$ cat config.mk
export PLATFORM = sky130hd
export DESIGN_NAME = program_sequencer
export DESIGN_NICKNAME = d
export VERILOG_FILES = /design/src/rtl/program_sequencer.sv
export SDC_FILE = /design/constraint.sdc
export NUM_CORES = 1
export LEC_CHECK = 0
export CELL_PAD_IN_SITES_DETAIL_PLACEMENT = 1
export CELL_PAD_IN_SITES_GLOBAL_PLACEMENT = 1
export CORE_MARGIN = 10
export CORE_UTILIZATION = 35
export CTS_CLUSTER_DIAMETER = 50
export DETAILED_ROUTE_END_ITERATION = 12
export PLACE_DENSITY_LB_ADDON = 0.1
export SYNTH_ARGS = -nofsm -noshare
export SYNTH_HDL_FRONTEND = slang
export SYNTH_SLANG_ARGS = --single-unit
$ cat constraint.sdc
create_clock -name clk -period 3.9 [get_ports clk]
set_clock_uncertainty 0.15 [all_clocks]
set_input_delay 1.17 -clock clk [delete_from_list [all_inputs] [get_ports clk]]
set_output_delay 1.17 -clock clk [all_outputs]
set_load 0.01 [all_outputs]
$ cat src/rtl/program_sequencer.sv
// Program sequencer: stores a nibble program and replays it to a downstream stack CPU,
// holding each opcode/operand on cpu_inbits for the number of cycles the CPU needs.
module program_sequencer #(
    parameter int DEPTH = 16
) (
    input  logic       clk,
    input  logic       rst,
    input  logic       load_valid,
    input  logic [3:0] load_nibble,
    output logic       load_ready,
    input  logic       clear,
    input  logic       start,
    input  logic       stop,
    output logic [3:0] cpu_inbits,
    output logic       cpu_rst,
    output logic       running,
    output logic       done
);

    localparam int AW = $clog2(DEPTH);
    localparam int CW = AW + 1;

    typedef enum logic [2:0] {
        IDLE,
        RESET_CPU,
        FETCH,
        EXEC,
        DONE
    } state_t;

    state_t        state, state_n;
    logic [CW-1:0] count, count_n;
    logic [CW-1:0] pc, pc_n, pc_p1;
    logic [1:0]    exec_cnt, exec_n;
    logic [3:0]    inbits_n;
    logic [3:0]    op;
    logic [3:0]    operand;
    logic          wr_en;
    logic [3:0]    mem [DEPTH];

    function automatic logic has_operand(input logic [3:0] o);
        return o inside {4'h1, 4'h6, 4'h7, 4'h8};
    endfunction

    // EXEC cycles beyond the first one for a given opcode.
    function automatic logic [1:0] exec_extra(input logic [3:0] o);
        case (o)
            4'h1, 4'h2, 4'h5, 4'h6, 4'h7, 4'h8: return 2'd1;
            4'h9, 4'hA:                         return 2'd2;
            default:                            return 2'd0;
        endcase
    endfunction

    assign pc_p1   = pc + CW'(1);
    assign op      = mem[pc[AW-1:0]];
    assign operand = (pc_p1 < count) ? mem[pc_p1[AW-1:0]] : 4'h0;

    always_comb begin
        // NOTE: every signal gets a default first so no path leaves one unassigned (no latches).
        state_n  = state;
        count_n  = count;
        pc_n     = pc;
        exec_n   = exec_cnt;
        inbits_n = 4'h0;
        wr_en    = 1'b0;

        if (stop && state != IDLE) begin
            state_n = IDLE;
        end else begin
            case (state)
                IDLE: begin
                    if (clear) begin
                        count_n = '0;
                    end else if (load_valid && load_ready) begin
                        wr_en   = 1'b1;
                        count_n = count + CW'(1);
                    end
                    // A nibble accepted alongside start is still stored and becomes part of the run.
                    if (start && !stop && !clear && count != '0) begin
                        state_n = RESET_CPU;
                        pc_n    = '0;
                    end
                end
                RESET_CPU: begin
                    state_n  = FETCH;
                    inbits_n = op;
                end
                FETCH: begin
                    if (op == 4'hF) begin
                        state_n = DONE;
                    end else begin
                        state_n = EXEC;
                        exec_n  = exec_extra(op);
                        if (has_operand(op)) begin
                            inbits_n = operand;
                            pc_n     = pc + CW'(2);
                        end else begin
                            pc_n     = pc_p1;
                        end
                    end
                end
                EXEC: begin
                    if (exec_cnt != 2'd0) begin
                        exec_n   = exec_cnt - 2'd1;
                        inbits_n = cpu_inbits;
                    end else if (pc >= count) begin
                        state_n = DONE;
                    end else begin
                        state_n  = FETCH;
                        inbits_n = op;
                    end
                end
                DONE: begin
                    if (clear) begin
                        count_n = '0;
                        state_n = IDLE;
                    end else if (start && count != '0) begin
                        state_n = RESET_CPU;
                        pc_n    = '0;
                    end
                end
                default: state_n = IDLE;
            endcase
        end

        if (rst) begin
            wr_en = 1'b0;
        end
    end

    // NOTE: the program memory has no reset; its contents are meaningless until count covers them.
    always_ff @(posedge clk) begin
        if (wr_en) begin
            mem[count[AW-1:0]] <= load_nibble;
        end
    end

    always_ff @(posedge clk) begin
        // NOTE: sequential state uses non-blocking assignments so every register samples pre-edge values.
        if (rst) begin
            state      <= IDLE;
            count      <= '0;
            pc         <= '0;
            exec_cnt   <= 2'd0;
            cpu_inbits <= 4'h0;
            cpu_rst    <= 1'b1;
            load_ready <= 1'b1;
            running    <= 1'b0;
            done       <= 1'b0;
        end else begin
            state      <= state_n;
            count      <= count_n;
            pc         <= pc_n;
            exec_cnt   <= exec_n;
            cpu_inbits <= inbits_n;
            cpu_rst    <= (state_n == RESET_CPU);
            load_ready <= (state_n == IDLE) && (count_n < CW'(DEPTH));
            running    <= (state_n == RESET_CPU) || (state_n == FETCH) || (state_n == EXEC);
            done       <= (state_n == DONE);
        end
    end

endmodule
# After elaboration in Yosys (flattened, before gate mapping)
# Memory sizes are Yosys's and may differ from the RTL's. A register that Yosys moved wholly into a read port is not among the register bits.
# Index checks and enable logic that the tools add are counted.
# totals
input_bits,10
mem_bits_rw,64
mem_count,2
ff_bits,23
word_cells,97
output_inout_bits,8
mem_bits_ro,32
# mem_list
memory,depth,width,read_ports,rd_ports_with_merged_regs,wr,line,source
mem,16,4,2,1,1,39,logic [3:0] mem [DEPTH];
(name not given),16,2,1,0,0,47,case (o)
# classes
n_lt_le_gt_ge,3
eq_ne,19
bitwise,1
reduce_logical,22
add_sub_neg,4
n_mux,37
# op_table
cell,n
5-bit two-way mux,9
4-bit two-way mux,7
3-bit two-way mux,7
3-bit one-hot mux with 5 select lines,1
5-bit one-hot mux with 3 select lines,1
"3-bit by 2-bit equality test with 1-bit output, second input constant",4
"2-bit inequality test, second input constant",6
4-bit one-hot mux with 3 select lines,1
"5-bit by 1-bit adder with 5-bit output, second input constant",2
5-bit one-hot mux with 2 select lines,1
"4-bit by 3-bit equality test with 1-bit output, second input constant",2
"4-bit equality test, second input constant",2
1-bit logical AND,7
1-bit two-way mux,7
"3-bit by 1-bit equality test with 1-bit output, second input constant",2
"3-bit equality test, second input constant",2
3-bit zero test,2
6-bit AND reduction,1
3-bit nonzero test,2
"5-bit by 2-bit adder with 5-bit output, second input constant",1
5-bit >= comparator,1
5-bit less-than comparator,1
"5-bit less-than comparator, second input constant",1
5-bit nonzero test,1
other kinds (11),15

# Longest topological paths before layout
# logic_depth
ltp_word,10
ltp_mapped,11

# Worst setup path before layout
# OpenSTA, ideal clock, no wires.
# synth_timing
kind,reg2reg
from,reg with a tool-made name
to,reg with a tool-made name
path_slack_ns,0.614
t_required_ns,3.672
arrival_ns,3.058
period_less_slack_ns,3.286
path_buffers,1
setup_time_ns,0.078
path_stages_with_launch,10
path_cell_list,dfxtp_1 buf_2 mux4_2 mux4_2 ha_1 o21bai_1 mux2i_2 or3b_1 a211o_1 a21oi_1

==> impl_summary.log <==
[metrics] status: completed
[metrics] max-capacitance violation count: 0
[metrics] length of the first detailed-routing pass in iterations: 4
[metrics] maximum vdd drop: 258 µV
[metrics] most frequently used cell type in the post-synthesis netlist: edfxtp_1
[metrics] synthesized net count: 392
[metrics] post-route design area: 0.00545 mm²
[metrics] dominant combinational cell family by area after synthesis: multiplexers
[metrics] Avg Cell Area, Syn: 13.1 µm²
[metrics] synthesized-area fraction occupied by and/or/nand/nor cells: 10.0%
[metrics] EDFF count, synth: 64
[metrics] total placed cells including tap cells: 557
[metrics] insertion delay to the later sink of the worst-skew pair: 0.36 ns
[metrics] layout cell share with drive strength beyond 1: 18.1%
[metrics] TritonCTS clock tree: done
[metrics] Area growth, synth to finish: 15.5%
[metrics] reported leakage power: 1.82 nW
[metrics] floorplan die area: 0.0185 mm²
[metrics] number of placed I/O pins: 18
[metrics] most frequent cells after synthesis: 64 x edfxtp_1, 36 x nor2_1, 32 x mux4_2
[metrics] startpoint kind of the worst setup timing path: flop
[metrics] total via count after detailed routing: 3123
[metrics] average wire length per cell after detail routing: 22.3 µm
[metrics] portion of synthesized cell area occupied by the leading cell type: 40.8%
[metrics] Comb power frac: 4.8%
[metrics] total count of hold-check failures in the final report: 0
[metrics] Arr. time, crit path: 3.51 ns
[metrics] fraction of registers with async set/reset: 0%
[metrics] Slew Limit Headroom: 50.2%
[metrics] total of endpoints with negative setup slack in the final report: 0
[metrics] portion of total power attributed to sequential cells: 52.5%
[metrics] number of sinks handled by clock tree synthesis: 91
[metrics] number of cells upsized or downsized after cts: 0
[metrics] setup slack of the critical path after layout: 0.517 ns
[metrics] post-synth design cell area: 0.00471 mm²
[metrics] first-pass GRT wire length: 19900 µm
[metrics] setup repair after global routing missed its margin: false
[metrics] Synth cell types: 58
[metrics] width of the die: 136 µm
[metrics] count of input and output buffers: 17
[metrics] Final Hold Slack: 0.342 ns
[metrics] post-synthesis cell type with the largest combined area: edfxtp_1
[metrics] DRC marker count from the first detailed-route iteration: 193
[metrics] area share of xor/xnor cells in the synthesized design: 1.11%
[metrics] ys flop type: edfxtp_1
[metrics] storage element area: 0.00246 mm²
[metrics] switch share: 23.3%
[metrics] kind of path behind the tightest hold check: flop to flop
[metrics] sort of element at the end of the critical path: flop
[metrics] clock-pin slew of the registers on the worst-case setup and hold paths: 0.07 ns
[metrics] total detailed-routing wirelength: 12800 µm
[metrics] H-tree depth: 3
[metrics] post-synthesis compound-gate area fraction: 10.0%
[metrics] Syn. warnings: 0
[metrics] Syn Inst Count: 361
[metrics] Post CTS Setup Buffer Count: 0
[metrics] pin count of the biggest net entering global routing: 20
[metrics] residual DRC count: 0
[metrics] standard-cell row count: 42
[metrics] vias in the first global route: 3331
[metrics] Layout fillers: 1414
[metrics] crit share post-route: 86.7%
[metrics] power share of the clock group: 42.7%
[metrics] initial antenna violation count: 0
[metrics] hold bufs inserted after CTS: 0
[metrics] effective utilization at floorplan: 35.6%
[metrics] final weighted congestion in routability-driven placement: 0.798
[metrics] clock tree buffer depth: 2
[metrics] antenna viol nets, final: 0
[metrics] multiplexer fraction of the synthesized cell area: 17.8%
[metrics] Worst Path Required: 4.02 ns
[metrics] Post-Place Worst Slack: 0.216 ns
[metrics] Peak Freq: 0.296 GHz
[metrics] post-detailed-placement half-perimeter wirelength: 9910 µm
[metrics] height of the die: 136 µm
[metrics] synth top area cells: edfxtp_1 41%, mux4_2 15%, dfxtp_1 11%
[metrics] drt via density: 5.45
[metrics] Switch Pwr: 0.000463 W
[metrics] Net count, final: 423
[metrics] worst-margin pin slew: 0.737 ns
[metrics] Seq/Total Area, Yosys: 52.2%
[metrics] placeable core region: 0.0132 mm²
[metrics] GRT Util Overall: 14.5%
[metrics] post-synthesis adder-cell area fraction: 5.79%
[metrics] synthesis-stage register bit count: 91
[metrics] cell at the root of the clock tree: clkbuf_16
[metrics] total grt overflow: 0
[metrics] setup TNS: 0 ns
[metrics] Period minus WS final: 3.38 ns
[metrics] P_int: 0.00152 W
[metrics] Cell Pwr Density: 365 mW/mm²
[metrics] area post-placement: 0.00516 mm²
[metrics] Crit Path Class: flop to flop
[metrics] number of max-slew violations in the final report: 0
[metrics] area of the multi-input gates: 0.00211 mm²
[metrics] CP Max Fanout: 17
[metrics] number of buffers created by CTS: 9
[metrics] non-filler cells, final: 573
[metrics] total inserted antenna cells: 0
sequential cells by signal, indices dropped and copies added, names as in the netlist, named ones only:
signal,count
cpu_rst,1
mem,64
pc,5
done,1
cpu_inbits,4
load_ready,1
count,5
running,1
exec_cnt,2
state,3
power groups by stage:
stage | logic (W) | registers (W) | clock network, W
6_report | 0.0000957 | 0.00104 | 0.000847
2_1_floorplan | 0.0000531 | 0.00106 | 0
3_3_place_gp | 0.0000946 | 0.00106 | 0
4_1_cts | 0.0000975 | 0.00104 | 0.000866
3_5_place_dp | 0.0000970 | 0.00106 | 0
5_1_grt | 0.000107 | 0.00104 | 0.000904
per-stage QoR:
step	util (%)	power, W
global placement	39.0	0.00116
floorplan	-	0.00112
finish	41.1	0.00199
global route	41.1	0.00205
detailed placement	39.0	0.00116
CTS	41.1	0.00201
placed cells by master, fill, tap and decap left out, drive strengths merged, types with 3 or more instances in the layout:
master / count
nand2: 23
mux2i: 8
o211ai: 3
edfxtp: 64
clkinv: 4
nor2: 36
nand2b: 3
o21ai: 11
xor2: 4
o31ai: 4
mux4: 32
nand3: 6
mux2: 3
a22oi: 6
dfxtp: 27
o21a: 3
a21oi: 13
nor3: 12
a211oi: 4
clkdlybuf4s50: 17
inv: 22
clkbuf: 9
ha: 21
buf: 17
nor2b: 7
nand4: 3
worst max-delay path: stages (launching register included):
cell and delay, ns:
dfxtp_1 0.31, buf_4 0.25, mux4_2 0.53, mux4_2 0.56
ha_1 0.28, o21bai_1 0.18, mux2i_2 0.16, or3b_1 0.41
a211o_1 0.30, a21oi_1 0.15
path summary, 6_finish.rpt:
path / from / to / slack [ns] / depth (start not counted)
worst min register to register: cpu_inbits[3] / cpu_inbits[3] / 0.34 / 2
worst min-delay path: cpu_inbits[3] / cpu_inbits[3] / 0.34 / 2
worst max register to register: flop / pc[2] / 0.52 / 9
worst max-delay path: flop / pc[2] / 0.52 / 9
per-layer routing:
layer / track usage, % / vias up / share of wire [%]
met5: 0 / - / 0
met4: 5.68 / 0 / 1.0
met3: 2.21 / 8 / 5.0
met2: 22.0 / 70 / 46
met1: 20.3 / 1584 / 48
li1: - / 1461 / -
final cells by class:
type | instances | area share [%]
well taps | 176 | 4.04
clock buffers | 9 | 4.14
inverters | 19 | 1.31
multi-input cells | 237 | 38.7
flip-flops and latches | 91 | 45.2
repair buffers | 34 | 5.47
clock inverters | 7 | 1.13
logic make-up after synthesis:
family                     after synthesis
AOI/OAI and AO/OA                       65
muxes                                   43
buffers and inverters                   33
adders and majority gates               22
xor gates and xnor gates                 6
and+or+nand+nor                        101
DFF                                     91
No activity file was read; power rests on OpenSTA's default activity.
